**src/rtl/key_trigger_pkg.sv**
```systemverilog
// rtl/key_trigger_pkg.sv - shared state encodings and default timing for the key trigger debouncer
package key_trigger_pkg;

  typedef enum logic [1:0] {
    IDLE     = 2'd0,
    PRESS_DB = 2'd1,
    HELD     = 2'd2,
    REL_DB   = 2'd3
  } kt_state_t;

  localparam int CLK_HZ        = 50000000;
  localparam int DEBOUNCE_20MS = CLK_HZ / 50;
  localparam int LOCKOUT_450MS = (CLK_HZ / 1000) * 450;

endpackage

```
**src/rtl/sync_2ff.sv**
```systemverilog
// rtl/sync_2ff.sv - two-flop synchroniser with a configurable reset level
module sync_2ff #(
  parameter logic RESET_VAL = 1'b0
) (
  input  logic clk,
  input  logic rst,
  input  logic d,
  output logic q
);

  logic meta;

  always_ff @(posedge clk) begin
    if (rst) begin
      meta <= RESET_VAL;
      q    <= RESET_VAL;
    end else begin
      meta <= d;
      q    <= meta;
    end
  end

endmodule

```
**src/rtl/key_trigger_debounce.sv**
```systemverilog
// rtl/key_trigger_debounce.sv - push-button debounce with lockout-gated single-cycle trigger
// Optional power-on trigger one-shot enabled by KEY_TRIGGER_POR_TRIGGER_EN.
module key_trigger_debounce
  import key_trigger_pkg::*;
#(
  parameter int DEBOUNCE_CYCLES = DEBOUNCE_20MS,
  parameter int LOCKOUT_CYCLES  = LOCKOUT_450MS,
  parameter int KEY_ACTIVE_LOW  = 1
) (
  input  logic iCLOCK50,
  input  logic iRESET,
  input  logic iKEY_RAW,
  output logic oTRIGGER,
  output logic oREJECT,
  output logic oKEY_STATE,
  output logic oBUSY
);

  localparam int DB_W = $clog2(DEBOUNCE_CYCLES + 1);
  localparam int LK_W = $clog2(LOCKOUT_CYCLES + 1);
  localparam logic [DB_W-1:0] DB_LAST   = DB_W'(DEBOUNCE_CYCLES - 1);
  localparam logic [LK_W-1:0] LK_LOAD   = LK_W'(LOCKOUT_CYCLES);
  localparam logic            REL_LEVEL = (KEY_ACTIVE_LOW != 0);

  logic            key_sync;
  logic            pressed;
  kt_state_t       state, state_next;
  logic [DB_W-1:0] db_cnt, db_cnt_next;
  logic            press_done;
  logic [LK_W-1:0] lockout;
  logic            lock_idle;
  logic            por_fire;
  logic            fire;
  logic            reject;

  sync_2ff #(.RESET_VAL(REL_LEVEL)) u_key_sync (
    .clk(iCLOCK50),
    .rst(iRESET),
    .d  (iKEY_RAW),
    .q  (key_sync)
  );

  assign pressed = key_sync ^ REL_LEVEL;

  always_ff @(posedge iCLOCK50) begin
    if (iRESET) begin
      state  <= IDLE;
      db_cnt <= '0;
    end else begin
      state  <= state_next;
      db_cnt <= db_cnt_next;
    end
  end

  always_comb begin
    state_next  = state;
    db_cnt_next = db_cnt;
    press_done  = 1'b0;
    case (state)
      IDLE: begin
        db_cnt_next = '0;
        if (pressed) state_next = PRESS_DB;
      end
      PRESS_DB: begin
        if (!pressed) begin
          state_next  = IDLE;
          db_cnt_next = '0;
        end else if (db_cnt == DB_LAST) begin
          state_next  = HELD;
          db_cnt_next = '0;
          press_done  = 1'b1;
        end else begin
          db_cnt_next = db_cnt + DB_W'(1);
        end
      end
      HELD: begin
        db_cnt_next = '0;
        if (!pressed) state_next = REL_DB;
      end
      REL_DB: begin
        if (pressed) begin
          state_next  = HELD;
          db_cnt_next = '0;
        end else if (db_cnt == DB_LAST) begin
          state_next  = IDLE;
          db_cnt_next = '0;
        end else begin
          db_cnt_next = db_cnt + DB_W'(1);
        end
      end
      default: begin
        state_next  = IDLE;
        db_cnt_next = '0;
      end
    endcase
  end

`ifdef KEY_TRIGGER_POR_TRIGGER_EN
  logic [DB_W-1:0] por_cnt;
  logic            por_done;

  // One-shot: counts DEBOUNCE_CYCLES edges after reset, then stays spent until the next reset.
  always_ff @(posedge iCLOCK50) begin
    if (iRESET) begin
      por_cnt  <= '0;
      por_done <= 1'b0;
    end else if (!por_done) begin
      if (por_cnt == DB_LAST) por_done <= 1'b1;
      else                    por_cnt  <= por_cnt + DB_W'(1);
    end
  end

  assign por_fire = !por_done && (por_cnt == DB_LAST);
`else
  assign por_fire = 1'b0;
`endif

  assign lock_idle = (lockout == '0);
  assign fire      = por_fire || (press_done && lock_idle);
  assign reject    = press_done && !lock_idle && !por_fire;

  always_ff @(posedge iCLOCK50) begin
    if (iRESET) begin
      oTRIGGER   <= 1'b0;
      oREJECT    <= 1'b0;
      oKEY_STATE <= 1'b0;
      lockout    <= '0;
    end else begin
      oTRIGGER   <= fire;
      oREJECT    <= reject;
      oKEY_STATE <= (state_next == HELD) || (state_next == REL_DB);
      if (fire)            lockout <= LK_LOAD;
      else if (!lock_idle) lockout <= lockout - LK_W'(1);
    end
  end

  assign oBUSY = !lock_idle;

endmodule
```
**config.mk**
```make
export PLATFORM = sky130hd
export DESIGN_NAME = key_trigger_debounce
export DESIGN_NICKNAME = d
export VERILOG_FILES = /design/src/rtl/key_trigger_pkg.sv /design/src/rtl/sync_2ff.sv /design/src/rtl/key_trigger_debounce.sv
export SDC_FILE = /design/constraint.sdc
export NUM_CORES = 1
export LEC_CHECK = 0
export CAP_MARGIN = 25
export CORE_MARGIN = 4
export CORE_UTILIZATION = 50
export DETAILED_ROUTE_END_ITERATION = 6
export PLACE_DENSITY = 0.67
export SYNTH_ARGS = -nofsm -noshare
export SYNTH_HDL_FRONTEND = slang
export SYNTH_SLANG_ARGS = --single-unit
```
**constraint.sdc**
```tcl
create_clock -name iCLOCK50 -period 2.5 [get_ports iCLOCK50]
set_input_delay 0.625 -clock iCLOCK50 [delete_from_list [all_inputs] [get_ports iCLOCK50]]
set_output_delay 0.625 -clock iCLOCK50 [all_outputs]
set_load 0.02 [all_outputs]
```
==> Word level (Yosys, flattened, before mapping) <==
Index checks and enable logic that the tools add are counted.
{ "word_totals": {"elab_cells": 42, "ff_bits": 52, "inputBits": 3} }
{ "classes": {"n_addsub": 2, "n_reduce_logical": 8, "n_eq_ne": 7, "n_mux": 16} }
{ "ops": {"columns": ["operator", "count"], "rows": [
  ["$mux 20", 3],
  ["$pmux 20 s3", 1],
  ["$mux 25", 2],
  ["$logic_not 25->1", 1],
  ["$sub 25x1->25 const B", 1],
  ["$add 20x1->20 const B", 1],
  ["$eq 20x20->1 const B", 1],
  ["$mux 2", 6],
  ["$eq 2x2->1 const B", 4],
  ["$pmux 2 s4", 1],
  ["$reduce_or 2->1", 2],
  ["$mux 1", 3],
  ["$eq 2x1->1 const B", 1],
  ["$logic_and 1x1->1", 2],
  ["$logic_not 2->1", 1],
  ["$ne 2x1->1 const B", 1],
  ["$logic_not 1->1", 1],
  ["$logic_or 1x1->1", 1]
]} }

==> Longest topological paths before layout <==
{ "depth": {"word_depth": 6, "ltp_mapped": 9, "mapped_depth_nobuf": 7} }

==> Cells and area by module <==
From an unflattened synthesis, not the netlist that was laid out.
{ "unflattened": {"cells_unflattened": 269, "hier_area_um2": 2371.0} }
{ "by_module_without_submodules": {"columns": ["mod", "cells_each", "seq_area_each_um2", "area_each_um2", "instances"], "rows": [
  ["key_trigger_debounce", 265, 1001.0, 2318.5, 1],
  ["sync_2ff", 4, 40.0, 52.6, 1]
]} }

==> Worst setup path after synthesis <==
Ideal clock, no wire load.
{ "synth_path": {"kind": "register -> output", "from": "register lockout[16]", "to": "output oBUSY", "stages_incl_launch_ff": 5, "arrival_ns": 1.539, "required_time_ns": 1.875, "path_buffers": 1, "path_slack_ns": 0.336, "cell_sequence": "dfxtp_1 > or4_4 > nor3_1 > buf_2 > nand2_1"} }
{ "synth_via": {"elab_chain_cells": 2} }
{ "synth_rtl": {"columns": ["element", "line", "text"], "rows": [
  ["from (decl)", "key_trigger_debounce.sv:30", "logic [LK_W-1:0] lockout;"],
  ["from (signal assigned)", "key_trigger_debounce.sv:133", "else if (!lock_idle) lockout <= lockout - LK_W'(1);"],
  ["$logic_not 25->1", "key_trigger_debounce.sv:118", "assign lock_idle = (lockout == '0);"],
  ["$logic_not 1->1", "key_trigger_debounce.sv:137", "assign oBUSY = !lock_idle;"],
  ["to (decl)", "key_trigger_debounce.sv:16", "output logic oBUSY"]
]} }
No other way between the ends.

==> Final worst setup path <==
{ "layout_path": {"from": "register lockout[17]", "to": "output oBUSY"} }
Same word-level chain as after synthesis.

==> results by group <==
Status
  • Status: complete, no violations

Floorplan
  • FP Rows: 24
  • Die width: 76.0 um
  • I/O pin cnt: 7
  • Core ar.: 0.00441 mm2
  • Initial Utilization: 0.524
  • DIE AREA: 0.00578 mm2
  • Die Ht: 76.0 um

Timing
  • Final hold violation count: 0
  • Setup TNS: 0 ns
  • Hold Slack: 0.416 ns
  • Clk_skew: 0.0104 ns
  • Min cycle time layout: 2.39 ns
  • Measured slew at the worst slew-check pin: 0.604 ns
  • RSZ-0062 raised after global routing: false
  • Max transition margin: 0.594
  • Final setup vio count: 0
  • Fin. max-slew vios: 0
  • Setup slack after layout: 0.113 ns
  • Period utilization: 0.955
  • Max Freq: 0.419 GHz

Logic synthesis
  • Syn nets: 264
  • Main synth FF type: dfxtp_1
  • Syn. warnings: 0
  • Distinct cells, synth: 48
  • Yosys reg bits: 52
  • Synthesized area per cell: 8.94 um2
  • FFs w/ async S/R, synth: 0
  • Top cells by area, synth: dfxtp_1 45%, nor2_1 5.8%, xor2_1 5.3%
  • Mapped Cells: 259
  • Post-synthesis cell area: 0.00231 mm2
  • Sequential element share of the synthesized area: 0.450
  • Synth area leader: dfxtp_1
  • Yosys top cell area share: 0.450
  • Post-synth EDFFs: 0

Job
  • Max-Cap Viols: 0

Global route
  • First-pass GRT wire length: 7500 um
  • Initial antenna violation count: 0
  • Vias in the first global route: 1679
  • Gr usage total: 0.154
  • GRT Residual Overflow: 0
  • Largest net degree at the start of global routing: 20

Layout
  • N_diodes: 0
  • Filler cells: 414
  • Nets@finish: 282
  • Area grow syn2layout: 12.5%
  • Share of cells above drive strength 1: 0.119
  • Post-route core utilization: 0.590
  • Fin area: 0.00261 mm2
  • Most frequent cells in the layout: 52 x dfxtp_1, 36 x nor2_1, 19 x a21oi_1
  • Most common cell after layout, fill and taps aside: dfxtp_1

Power and ir drop
  • Maximum vdd drop: 0.000382 V
  • P per Cell Area: 1200 mW/mm2
  • Leakage: 0.000914 uW

Setup path
  • End of the critical path: oBUSY
  • Worst R2R Setup Slack: 0.37 ns
  • Critical Path Stages: 4
  • Worst r2r src: lockout[0]
  • Critical Path AT: 1.76 ns
  • Worst Setup SP: lockout[17]
  • Startpoint type of the worst setup path: register
  • Critical-path maximum fanout: 4
  • CP peak stage delay: 0.55 ns
  • Required @ worst endpoint: 1.88 ns
  • Cell breakdown of the critical path: or4_4 > nor3_4 > nand2_1 > clkdlybuf4s15_1
  • Delay-heaviest family, CP: simple AND/OR/NAND/NOR gates
  • CP Capture Type: output pin
  • Worst R2R End: lockout[23]
  • CP Class: reg -> out
  • Reg2Reg Depth: 8
  • Crit-path slowest cell: or4_4
  • Buf/Inv on CP: 1

Route
  • Via count: 1824
  • Total wire length: 4280 um
  • Vias per Instance: 5.54
  • First-pass DRT Iterations: 4
  • DR WL/cell: 13.0 um
  • Initial drt markers: 149
  • # DRC: 0
  • Remaining antenna violation count: 0

CTS
  • H-tree depth: 2
  • Clock buffer depth: 2
  • CTS root buffer: clkbuf_8
  • Clock sinks: 52
  • CTS tree: built
  • Register clock-pin slew on the reported worst setup and hold paths: 0.09 ns
  • Hold Buf Count CTS: 0
  • Worst skew pair latency: 0.30 ns
  • CTS Buf Count: 5
  • Post-CTS setup buffers: 0

Place
  • GP Congestion: 0.784
  • Post-DP HPWL: 3040 um
  • Placed inst area: 0.00250 mm2
  • Dpl ws: 0.116 ns
  • I/O Buffers: 6

Min path
  • Hold Path Class: reg -> reg
-- cells in the mapped netlist, drive strengths merged (3+ instances only) --
library cell	number
or2	6
o21ai	6
nor4	4
nor3	8
nor2	36
nand4	10
xor2	14
or4	4
a211o	4
nand2	17
buf	5
or3	6
o31ai	3
dfxtp	52
xnor2	11
nand3	13
a21oi	19
and4	3
inv	9
-- metal layers --
metal  routed length (um)  global-route usage  vias to the layer above  share of wire
met1                 2060               0.197                      849           0.48
met4                   27              0.0534                        0         0.0063
met5                    0                   0                        -              0
met3                  104              0.0390                        2          0.024
met2                 2090               0.250                       18           0.49
li1                     -                   -                      955              -
-- flip-flops by register name, summed over array words and instances, names as in the netlist --
register         flops
db_cnt              20
lockout             25
oKEY_STATE           1
oREJECT              1
oTRIGGER             1
state                2
u_key_sync.meta      1
u_key_sync.q         1
-- repair_timing --
item | in CTS | in global routing
resized for setup | 2 | 2
pin swaps | 0 | 1
cloned | 0 | 0
setup endpoints to repair | 1 | 1
-- cell type report --
type                       count  area [um2]  area share
sequential                    52        1040       0.400
clock buffer                   7        96.3      0.0370
timing repair buffer          18         150      0.0576
tap                           52        65.1      0.0250
multi-input combinational    191        1220       0.468
inverter                       9        33.8      0.0130
-- power breakdown --
part	internal [uW]	switching, uW	total [uW]
clock network	247	266	513
logic	704	775	1480
registers	974	153	1130
-- worst min-delay path by stage --
stage                                from            to  cells past startpoint
after floorplan           u_key_sync.meta  u_key_sync.q                      1
after global placement    u_key_sync.meta  u_key_sync.q                      1
after detailed placement  u_key_sync.meta  u_key_sync.q                      1
after CTS                 u_key_sync.meta  u_key_sync.q                      1
after global routing      u_key_sync.meta  u_key_sync.q                      1
final                     u_key_sync.meta  u_key_sync.q                      1
-- cell families (layout without fill, tap and decap cells) --
group	count (synthesis)	after routing	synth area share
and+or+nand+nor	117	117	0.284
DFF	52	52	0.450
AOI/OAI and AO/OA	47	47	0.132
xor gates and xnor gates	25	25	0.0946
buffers and inverters	16	34	0.0286
adders and majority gates	2	2	0.0108
-- metrics by stage --
step                total power (uW)  instances
floorplan                       2160        259
global placement                2570        322
detailed placement              2590        322
CTS                             3110        329
global route                    3330        329
finish                          3120        329
No activity file was read; power rests on OpenSTA's default activity.
